## config.mk

```make
export PLATFORM = sky130hd
export DESIGN_NAME = psum_accumulator
export DESIGN_NICKNAME = d
export VERILOG_FILES = /design/src/rtl/conv_acc_pkg.sv /design/src/rtl/requant_sat.sv /design/src/rtl/psum_accumulator.sv
export SDC_FILE = /design/constraint.sdc
export NUM_CORES = 1
export LEC_CHECK = 0
export CORE_ASPECT_RATIO = 1.2
export CORE_MARGIN = 2
export CORE_UTILIZATION = 55
export DETAILED_ROUTE_END_ITERATION = 16
export PLACE_DENSITY_LB_ADDON = 0.08
export SYNTH_ARGS = -nofsm -noshare
export SYNTH_HDL_FRONTEND = slang
export SYNTH_SLANG_ARGS = --single-unit
export TNS_END_PERCENT = 30
```

## constraint.sdc

```tcl
create_clock -name clk -period 12.8 [get_ports clk]
set_input_delay 2.56 -clock clk [delete_from_list [all_inputs] [get_ports clk]]
set_output_delay 2.56 -clock clk [all_outputs]
set_load 0.05 [all_outputs]
```

## src/rtl/conv_acc_pkg.sv

```systemverilog
// Shared widths and limits for the convolution accumulate / requantise path.
// Used by the PE array, this accumulator and the OFM write buffer.
package conv_acc_pkg;

   localparam int PSUM_W  = 32;
   localparam int ACC_W   = 40;
   localparam int OUT_W   = 8;
   localparam int SHIFT_W = 5;
   localparam int BIAS_W  = 32;
   localparam int COUNT_W = 16;

   localparam int OUT_MAX = 127;
   localparam int OUT_MIN = -128;

   typedef logic signed [PSUM_W-1:0] psum_t;
   typedef logic signed [ACC_W-1:0]  acc_t;
   typedef logic signed [OUT_W-1:0]  act_t;

   // Sign-extend a PE partial sum to accumulator width.
   function automatic acc_t sext_psum(input psum_t p);
      return acc_t'(p);
   endfunction

   // Signed add overflow: operands agree in sign but the result does not.
   function automatic logic add_overflows(input acc_t a, input acc_t b, input acc_t s);
      return (a[ACC_W-1] == b[ACC_W-1]) && (s[ACC_W-1] != a[ACC_W-1]);
   endfunction

endpackage

```

## src/rtl/requant_sat.sv

```systemverilog
// Combinational requantisation: bias add, round-half-up arithmetic right
// shift, optional ReLU and saturation to the signed output range.
module requant_sat
   import conv_acc_pkg::*;
(
   input  logic signed [ACC_W-1:0]  acc_in,
   input  logic signed [BIAS_W-1:0] bias,
   input  logic [SHIFT_W-1:0]       shift,
   input  logic                     relu_en,
   output logic signed [OUT_W-1:0]  act_out
);

   localparam int VW = ACC_W + 1;
   localparam logic signed [VW-1:0] SAT_HI = VW'(OUT_MAX);
   localparam logic signed [VW-1:0] SAT_LO = VW'(OUT_MIN);

   logic signed [VW-1:0] biased;
   logic signed [VW-1:0] rounded;
   logic signed [VW-1:0] shifted;
   logic signed [VW-1:0] rectified;

   // One extra bit keeps acc + bias exact; the half-LSB rounding term
   // (at most 2^30) still fits because |acc + bias| stays below 2^40.
   always_comb begin
      biased    = {acc_in[ACC_W-1], acc_in} + {{(VW-BIAS_W){bias[BIAS_W-1]}}, bias};
      rounded   = biased;
      shifted   = biased;
      if (shift != '0) begin
         rounded = biased + (VW'(1) << (shift - SHIFT_W'(1)));
         shifted = rounded >>> shift;
      end
      rectified = (relu_en && shifted < 0) ? '0 : shifted;
      if (rectified > SAT_HI) begin
         act_out = OUT_W'(OUT_MAX);
      end else if (rectified < SAT_LO) begin
         act_out = OUT_W'(OUT_MIN);
      end else begin
         act_out = rectified[OUT_W-1:0];
      end
   end

endmodule

```

## src/rtl/psum_accumulator.sv

```systemverilog
// Accumulates PE partial sums over one output pixel's group, then
// requantises the total through a two-stage pipeline into one OFM byte.
// The whole path stalls together when the output byte is not taken.
module psum_accumulator
   import conv_acc_pkg::*;
(
   input  logic                     clk,
   input  logic                     rst,
   input  logic signed [PSUM_W-1:0] psum_in,
   input  logic                     psum_valid,
   input  logic                     psum_first,
   input  logic                     psum_last,
   output logic                     in_ready,
   input  logic signed [BIAS_W-1:0] bias,
   input  logic [SHIFT_W-1:0]       shift,
   input  logic                     relu_en,
   output logic signed [OUT_W-1:0]  ofm_out,
   output logic                     ofm_valid,
   input  logic                     ofm_ready,
   output logic                     acc_overflow,
   output logic [COUNT_W-1:0]       ofm_count
);

   logic en;
   logic accept;
   acc_t acc;
   acc_t base;
   acc_t psum_ext;
   acc_t sum;
   logic sum_ovf;

   logic                     a_valid;
   acc_t                     a_sum;
   logic signed [BIAS_W-1:0] a_bias;
   logic [SHIFT_W-1:0]       a_shift;
   logic                     a_relu;

   act_t req_out;

   // The pipeline may only move when the output register is free or being emptied.
   always_comb begin
      en       = !ofm_valid || ofm_ready;
      in_ready = en;
      accept   = psum_valid && en;
      base     = psum_first ? '0 : acc;
      psum_ext = sext_psum(psum_in);
      sum      = base + psum_ext;
      sum_ovf  = add_overflows(base, psum_ext, sum);
   end

   // Running accumulator; cleared on the last beat so the next group starts from zero.
   always_ff @(posedge clk or posedge rst) begin
      if (rst) begin
         acc          <= '0;
         acc_overflow <= 1'b0;
      end else if (accept) begin
         acc <= psum_last ? '0 : sum;
         if (sum_ovf) begin
            acc_overflow <= 1'b1;
         end
      end
   end

   // Stage A captures the finished group total and its requant settings.
   always_ff @(posedge clk or posedge rst) begin
      if (rst) begin
         a_valid <= 1'b0;
         a_sum   <= '0;
         a_bias  <= '0;
         a_shift <= '0;
         a_relu  <= 1'b0;
      end else if (en) begin
         a_valid <= accept && psum_last;
         if (accept && psum_last) begin
            a_sum   <= sum;
            a_bias  <= bias;
            a_shift <= shift;
            a_relu  <= relu_en;
         end
      end
   end

   requant_sat u_requant (
      .acc_in  (a_sum),
      .bias    (a_bias),
      .shift   (a_shift),
      .relu_en (a_relu),
      .act_out (req_out)
   );

   // Stage B registers the requantised byte; an empty stage A drops valid once taken.
   always_ff @(posedge clk or posedge rst) begin
      if (rst) begin
         ofm_out   <= '0;
         ofm_valid <= 1'b0;
      end else if (en) begin
         ofm_valid <= a_valid;
         if (a_valid) begin
            ofm_out <= req_out;
         end
      end
   end

   // Counts completed handoffs; wraps naturally at the counter width.
   always_ff @(posedge clk or posedge rst) begin
      if (rst) begin
         ofm_count <= '0;
      end else if (ofm_valid && ofm_ready) begin
         ofm_count <= ofm_count + COUNT_W'(1);
      end
   end

endmodule

```

## Word level (Yosys, flattened, before mapping)

Index checks and enable logic that the tools add are counted.

- Add/subtract/negate cells: 5
- $mul: 0
- Div/mod/pow operators: 0
- $lt $le $gt $ge: 3
- Equal/unequal tests: 2
- Shift operators: 2
- Mux-type cells: 6
- Bitwise gates (word level): 0
- Reduce and logical (&&, ||, !) cells: 11

Operators with widths:

| cell | number |
|---|---|
| 2-to-1 mux 41 bit | 2 |
| 2-to-1 mux 40 bit | 2 |
| adder 40 x 32 -> 41 bit | 1 |
| adder 41 bit | 1 |
| > comparator 41 x 8 -> 1 bit, second input constant | 1 |
| < comparator 41 x 1 -> 1 bit, second input constant | 1 |
| < comparator 41 x 8 -> 1 bit, second input constant | 1 |
| << shifter 1 x 5 -> 41 bit, first input constant | 1 |
| >>> shifter 41 x 5 -> 41 bit | 1 |
| adder 40 x 32 -> 40 bit | 1 |
| adder 16 x 1 -> 16 bit, second input constant | 1 |
| 2-to-1 mux 8 bit | 2 |
| AND reduction 2 bit | 3 |
| logical AND 1 bit | 5 |
| nonzero test 5 bit | 1 |
| subtractor 5 x 1 -> 5 bit, second input constant | 1 |
| == test 1 bit | 1 |
| zero test 1 bit | 1 |
| logical OR 1 bit | 1 |
| inequality test 1 bit | 1 |

- Flip-flop bits (word level): 145
- Bits in latches: 0
- RAM bits: 0
- Memory bits (read-only): 0
- Input port bits: 76
- Logic and storage cells: 39
- Memories: 0

## Logic depth before layout (Yosys ltp)

Gate-level depths: netlist of the first run.

- Depth after elaboration: 11
- Gate-level depth with buffers: 34
- Mapped depth without buffers: 32

## Modules after synthesis

Synthesis of the first run repeated with hierarchy kept, for this count alone.

- Cells, all modules: 2201
- Area, all modules: 16782.3 um^2

By module, submodules not included:

| module | times used | cells each | area an instance (um^2) |
|---|---|---|---|
| requant_sat | 1 | 1350 | 8839.7 |
| psum_accumulator | 1 | 851 | 7942.6 |

## Worst setup path before layout of the first run

Ideal clock, no wire load.

- Path kind: register to register
- Start: register a_sum[5]
- End: register ofm_out[0]
- Setup time: 0.083 ns
- Data arrival time: 7.644 ns
- Required time: 12.717 ns
- Setup slack: 5.073 ns
- Stages on the path, launching flop included: 30
- Path buffers: 2
- Period minus slack after synthesis: 7.727 ns
- Cells stage by stage: dfrtp_1 -> ha_1 -> a21o_1 -> or3_1 -> o21a_1 -> nor2b_1 -> o21ai_0 -> nand2b_1 -> a21oi_1 -> o21bai_1 -> a311oi_1 -> xnor2_1 -> ha_1 -> clkbuf_1 -> and4_1 -> o21a_1 -> o21ai_1 -> or3_1 -> a21o_1 -> or4_1 -> clkbuf_1 -> nor4_1 -> mux2_2 -> a21oi_1 -> o31ai_1 -> or4_1 -> or4_1 -> nor4_2 -> a31oi_2 -> o22ai_1

- Cells in the longest elaborated chain, start to end: 10
- Elaborated cells on any way between the ends: 11
- Classes of those cells: add/sub (2); order compare (3); shift (1); mux (4); reduce/logical (1)

Ends and longest elaborated chain:

| element | RTL line | RTL |
|---|---|---|
| start, declared | psum_accumulator.sv:33 | `acc_t a_sum;` |
| start signal, assigned | psum_accumulator.sv:75 | `a_sum <= sum;` |
| adder 40 x 32 -> 41 bit * | requant_sat.sv:25 | `biased = {acc_in[ACC_W-1], acc_in} + {{(VW-BIAS_W){bias[BIAS_W-1]}}, bias};` |
| adder 41 bit | requant_sat.sv:29 | `rounded = biased + (VW'(1) << (shift - SHIFT_W'(1)));` |
| >>> shifter 41 x 5 -> 41 bit | requant_sat.sv:30 | `shifted = rounded >>> shift;` |
| 2-to-1 mux 41 bit * | requant_sat.sv:28 | `if (shift != '0) begin` |
| < comparator 41 x 1 -> 1 bit | requant_sat.sv:32 | `rectified = (relu_en && shifted < 0) ? '0 : shifted;` |
| logical AND 1 bit | requant_sat.sv:32 |  |
| 2-to-1 mux 41 bit * | requant_sat.sv:32 |  |
| < comparator 41 x 8 -> 1 bit | requant_sat.sv:35 | `end else if (rectified < SAT_LO) begin` |
| 2-to-1 mux 8 bit | requant_sat.sv:35 |  |
| 2-to-1 mux 8 bit * | requant_sat.sv:33 | `if (rectified > SAT_HI) begin` |
| end signal, assigned | psum_accumulator.sv:99 | `ofm_out <= req_out;` |
| end, declared | psum_accumulator.sv:17 | `output logic signed [OUT_W-1:0] ofm_out,` |

Mark *: on every way between the ends. The rest lies on a longest branch, timed or not.
A chain may end at the register's enable or synchronous reset.

## Worst setup path in the final report of the first run

- Start: register a_bias[0]
- End: register ofm_out[3]

- Cells in the longest elaborated chain, start to end: 10
- Elaborated cells on any way between the ends: 11
- Classes of those cells: add/sub (2); order compare (3); shift (1); mux (4); reduce/logical (1)

Ends and longest elaborated chain:

| element | RTL line | RTL |
|---|---|---|
| start, declared | psum_accumulator.sv:34 | `logic signed [BIAS_W-1:0] a_bias;` |
| start signal, assigned | psum_accumulator.sv:76 | `a_bias <= bias;` |
| adder 40 x 32 -> 41 bit * | requant_sat.sv:25 |  |
| adder 41 bit | requant_sat.sv:29 |  |
| >>> shifter 41 x 5 -> 41 bit | requant_sat.sv:30 |  |
| 2-to-1 mux 41 bit * | requant_sat.sv:28 |  |
| < comparator 41 x 1 -> 1 bit | requant_sat.sv:32 |  |
| logical AND 1 bit | requant_sat.sv:32 |  |
| 2-to-1 mux 41 bit * | requant_sat.sv:32 |  |
| < comparator 41 x 8 -> 1 bit | requant_sat.sv:35 |  |
| 2-to-1 mux 8 bit | requant_sat.sv:35 |  |
| 2-to-1 mux 8 bit * | requant_sat.sv:33 |  |

Marked as above.

==> impl_metrics.yaml, run 1 <==
clock_network:
  htreeDepth: 4
  cts_num_sinks: 145
  cts_tree: "built"
  cts_setup_buffers: 0
  insertion_delay_ps: 440
  cts-resized-gates: 0
  cts.reportedPaths.clkPinSlew_ps: 70
  root_buffer: "clkbuf_16"
  cts_buffer_depth: 2
  cts_inserted_buffers: 17
  ctsHoldBuffers: 0
setup_path:
  crit_path_max_fanout: 18
  slowest_stage: "nor4_1"
  critical-path-max-stage-delay_ps: 660
  critPathKind: "reg2reg"
  critPathArrivalTime_ps: 9270
  endpoint_kind: "flip-flop"
  cp.required_ps: 13150
  cp-start-kind: "flip-flop"
floorplanning:
  ios: 103
  rows: 66
  core_area_um2: 27100
  die-height_um: 186
  die_area_um2: 28900
  die_w_um: 155
  start_util_pct: 55.9
logic_synthesis:
  yosys_warnings: 0
  syn-cell-area_um2: 15100
  synth-xor-area-share_pct: 6.77
  synth_enable_flop_cells: 0
  muxShareOfSynthArea_pct: 10.4
  synthAdderAreaFrac_pct: 9.66
  synth_area_per_cell_um2: 8.30
  ys_ff_latch: 145
  synth_flop_cell: "dfrtp_1"
  seq_area_frac_synth_pct: 24.0
  synth_top_family_by_area: "compound AO/OA/AOI/OAI gates"
  synth_cell_types: 92
  syn-num-nets: 2014
  synth_compound_area_share_pct: 26.9
  synth_cells: 1823
  yosys.area_share.simple_pct: 18.8
  async_reset_ff_share_pct: 100
timing:
  drv_slew: 0
  min_period_ps: 8920
  hold_viol_final: 0
  skew_ps: 13.0
  worst_pin_slew_ps: 1070
  fin_ws_ps: 3880
  setup_tns_ps: 0
  fin_crit_sh_pct: 69.7
  rsz0062_at_grt: "false"
  max-slew-margin-rel_pct: 28.8
  setup_viol: 0
  fmax_mhz: 112
detailed_routing:
  viasPerCell: 6.54
  wl_um: 46300
  drc: 0
  drt_iter0_drc: 997
  vias: 14500
  wl_per_cell_um: 20.9
  ant_nets: 0
  drtPass1Iterations: 7
place:
  post-dp-hpwl_um: 35800
  globalplace.congestion: 0.933
  pre_cts_slack_ps: 4100
  port_buffers: 102
layout:
  syn_to_final_growth_pct: 12.1
  regArea_um2: 3630
  final_common_cell: "nand2_1"
  fill_cells: 2426
  final_layout_size_suffix_gt1_share_pct: 9.63
  fin_nets: 2057
  final_cell_mix: "nand2_1, nor2_1, dfrtp_1"
  multi_input_area_um2: 11000
  fin_util_pct: 62.6
  num_antenna_cells: 0
grt:
  track_usage_pct: 32.2
  grt.busiest_layer: "met2"
  grt_antenna_before_repair: 0
  met2_usage_pct: 52.5
  grt_overflow: 0
  grt_start_max_net_pins: 96
  grt_pass1_vias: 14100
  grt_pass1_wl_um: 73800
  met3_usage_pct: 4.19
  use_met1_pct: 43.4
power_and_ir_drop:
  p_per_area_nw_per_um2: 275
  irDropWorstVdd_uv: 115
  p_leak_nw: 7.40
  power_mw: 4.67
run_status:
  status: "complete, no violations"
hold_path:
  hp-class: "reg2reg"
job:
  maxCapViolCount: 0
## cell type report
type	count	area share [%]
multi-input cells	1535	64.7
clock buffers	19	2.67
clock inverters	13	0.738
flip-flops and latches	145	21.4
inverters	45	1.03
well taps	340	2.51
repair buffers	122	6.91
## sequential cells by signal, indices dropped and copies added (netlist names)
signal	flops
acc	40
ofm_out	8
a_shift	5
acc_overflow	1
a_relu	1
ofm_count	16
a_bias	32
ofm_valid	1
a_sum	40
a_valid	1
## Yosys cell counts, drive strengths merged (15+ instances only)
cell / count / area (um2)
a221oi: 15 / 155
nor2: 152 / 573
o31ai: 17 / 133
inv: 42 / 158
mux2i: 47 / 470
ha: 112 / 1400
xor2: 38 / 340
o21a: 15 / 120
and3: 18 / 113
a21oi: 128 / 644
buf: 17 / 65.1
nor4: 16 / 106
clkbuf: 81 / 304
a22o: 24 / 210
nand2: 171 / 644
nor3: 34 / 170
o22ai: 19 / 119
xnor2: 78 / 683
nand3: 40 / 200
a211oi: 30 / 225
or3: 18 / 118
and2: 18 / 113
nand2b: 15 / 93.8
nand4: 21 / 131
o211ai: 29 / 236
a21o: 54 / 405
o21bai: 20 / 150
dfrtp: 145 / 3630
nor2b: 48 / 300
o21ai: 118 / 591
mux2: 72 / 811
## critical path, delay by kind of cell (launching register included)
| kind | cells | cell delay [ps] |
|---|---|---|
| AO/OA/AOI/OAI | 13 | 3100 |
| XOR/XNOR | 1 | 140 |
| adder cells (fa/ha/maj) | 3 | 1040 |
| buffers and inverters | 1 | 70 |
| flip-flops | 1 | 350 |
| multiplexers | 1 | 570 |
| AND/OR/NAND/NOR | 10 | 3550 |
## where the power goes
group          internal (mW)  switching (mW)  total (mW)  leakage (nW)
Combinational           1.33            2.19        3.52          5.36
Sequential             0.572          0.0770       0.649          1.77
Clock                  0.281           0.219       0.500         0.275
## kinds of logic after synthesis
logic type / count (synthesis)
adder cells (fa/ha/maj): 115
multiplexers: 132
buffers and inverters: 143
AO/OA/AOI/OAI: 585
flip-flops: 145
XOR/XNOR: 116
AND/OR/NAND/NOR: 587
## routing by layer
layer,share of wire (%),vias to the layer above,wire length [um]
li1,-,6912,-
met3,5.9,111,2710
met4,3.8,0,1750
met2,46,545,21400
met1,44,6946,20400
met5,0,-,0
## final timing paths
kind                       startpoint       endpoint  slack [ps]  depth (start not counted)
max in group asynchronous         rst      a_sum[27]        8810                          3
max                         a_bias[0]     ofm_out[3]        3880                         29
min                            acc[1]         acc[1]         480                          2
min in group asynchronous         rst  ofm_count[11]        2620                          2
min reg2reg                    acc[1]         acc[1]         480                          2
max reg2reg                 a_bias[0]     ofm_out[3]        3880                         29
## through the flow
stage	instances	area, um2	hold slack, ps
final	2219	17000	477
after global routing	2219	17000	500
after CTS	2219	17000	479
after detailed placement	2187	16400	463
after global placement	2187	16400	456
after floorplan	1823	15100	441
No activity file was read; power rests on OpenSTA's default activity.
==> run 2, diff against run 1 <==
clock period = 7.9 ns   (was 12.8 ns; I/O delays follow)
==> run 2 against run 1 <==
Compared with the run above:
- clock skew is 0.76 ps higher
- worst hold slack lost 5.9 ps
- maximum frequency up 18%
- worst setup slack got worse by 3600 ps
- count of clock-buffer cells in the layout is 1 lower
- sequential cell count did not move
- combinational power is 73% higher
- routed wire length grew 3.7%
- sequential power is 65% higher
- sequential share of layout area shrank 0.61 points
==> impl_metrics.yaml, run 2 (same netlist as run 1, synthesis figures left out) <==
setup_path:
  r2r_end: "ofm_out[3]"
  r2r_cells: 34
  rrSetupSlack_ps: 310
  critical-path-max-stage-delay_ps: 630
  critPathKind: "reg2reg"
  crit_buf_inv: 3
  path_delay_family: "compound AO/OA/AOI/OAI gates"
  critPathArrivalTime_ps: 7910
  cp-start-kind: "flip-flop"
  crit_path_max_fanout: 7
  crit_path_start: "a_bias[0]"
  endpoint_kind: "flip-flop"
  r2r_start: "a_bias[0]"
  cp.required_ps: 8220
  slowest_stage: "a2111oi_0"
grt:
  grt_pass1_vias: 14300
  track_usage_pct: 33.3
  grt_pass1_wl_um: 75700
  grt_overflow: 0
  grt_antenna_before_repair: 0
  grt_start_max_net_pins: 93
floorplanning:
  ios: 103
  die_w_um: 155
  die-height_um: 186
  core_area_um2: 27100
  rows: 66
  die_area_um2: 28900
  start_util_pct: 55.9
detailed_routing:
  wl_per_cell_um: 21.1
  vias: 14800
  drtPass1Iterations: 6
  viasPerCell: 6.52
  drc: 0
  drt_iter0_drc: 1124
  wl_um: 48000
  ant_nets: 0
run_status:
  status: "complete, no violations"
place:
  port_buffers: 102
  post-dp-hpwl_um: 37200
  place_area_um2: 16800
  placed_cells: 2238
  globalplace.congestion: 0.969
layout:
  final_layout_size_suffix_gt1_share_pct: 13.4
  regArea_um2: 3630
  fin_area_um2: 17500
  syn_to_final_growth_pct: 15.4
  fin_util_pct: 64.4
  num_antenna_cells: 0
  fill_cells: 2432
  top_regs: "a_sum x40, acc x40, a_bias x32"
  final_common_cell: "nand2_1"
  multi_input_area_um2: 11100
  fin_cells: 2273
  final_cell_mix: "nand2_1, nor2_1, dfrtp_1"
  fin_nets: 2113
timing:
  fmax_mhz: 132
  setup_tns_ps: 0
  setup_viol: 0
  hold_viol_final: 0
  worst_pin_slew_ps: 1050
  timing.hold.ws_ps: 472
  drv_slew: 0
  fin_crit_sh_pct: 96.0
  max-slew-margin-rel_pct: 30.1
  skew_ps: 13.8
  rsz0062_at_grt: "false"
  min_period_ps: 7590
clock_network:
  cts_num_sinks: 145
  htreeDepth: 4
  insertion_delay_ps: 450
  cts_tree: "built"
  cts_inserted_buffers: 17
  root_buffer: "clkbuf_16"
  cts.reportedPaths.clkPinSlew_ps: 70
  cts_buffer_depth: 2
hold_path:
  hp-class: "reg2reg"
  hold_depth: 2
  hold_end: "acc[5]"
  hold_start: "acc[5]"
job:
  maxCapViolCount: 0
power_and_ir_drop:
  irDropWorstVdd_uv: 176
  p_per_area_nw_per_um2: 453
  p_leak_nw: 7.68
run 2: worst max path at each step:
stage | depth (start not counted) | end | slack, ps
after floorplan | 29 | ofm_out[0] | 170
after global placement | 29 | ofm_out[0] | 240
after detailed placement | 29 | ofm_out[3] | 50
after CTS | 29 | ofm_out[0] | 10
after global routing | 34 | ofm_out[2] | 6
final | 34 | ofm_out[3] | 310
run 2: stage by stage:
step | worst slack (ps) | power [mW]
final | 313 | 7.91
after global routing | 6.21 | 8.42
after detailed placement | 51.2 | 6.84
after floorplan | 173 | 5.15
after CTS | 13.0 | 7.63
after global placement | 236 | 6.80
run 2: area by class of cell:
type / instances / area share [%]
Timing Repair Buffer: 178 / 9.12
Multi-Input combinational cell: 1535 / 63.7
Clock buffer: 18 / 2.46
Clock inverter: 12 / 0.509
Sequential cell: 145 / 20.8
Inverter: 45 / 0.997
Tap cell: 340 / 2.44
run 2: where the power goes:
group,leakage [nW],switching (mW),internal (mW)
clock,0.245,0.342,0.398
sequential,1.77,0.138,0.928
combinational,5.67,3.70,2.40
total,7.68,4.18,3.73
run 2: timing repair:
action	4_1_cts	5_1_grt
endpoints found under the setup margin	0	7
resized for setup	0	31
buffers inserted	0	5
hold buffers	0	0
run 2: worst reg2reg max path, delay by kind of cell, from the launching register on:
| family | cells | cell delay, ps |
|---|---|---|
| compound gates | 16 | 3520 |
| simple gates | 10 | 1620 |
| fa+ha+maj | 3 | 970 |
| buf+inv | 3 | 470 |
| flops | 1 | 350 |
| mux | 1 | 290 |
| xor+xnor | 1 | 260 |
run 2: per-layer routing:
metal | routed length, um | up-vias | track usage, % | share of wire [%]
met2 | 22100 | 565 | 53.8 | 46
met1 | 20900 | 7059 | 44.0 | 44
met5 | 0 | - | 0 | 0
met3 | 2710 | 157 | 4.40 | 5.7
li1 | - | 7031 | - | -
met4 | 2270 | 0 | 16.4 | 4.7
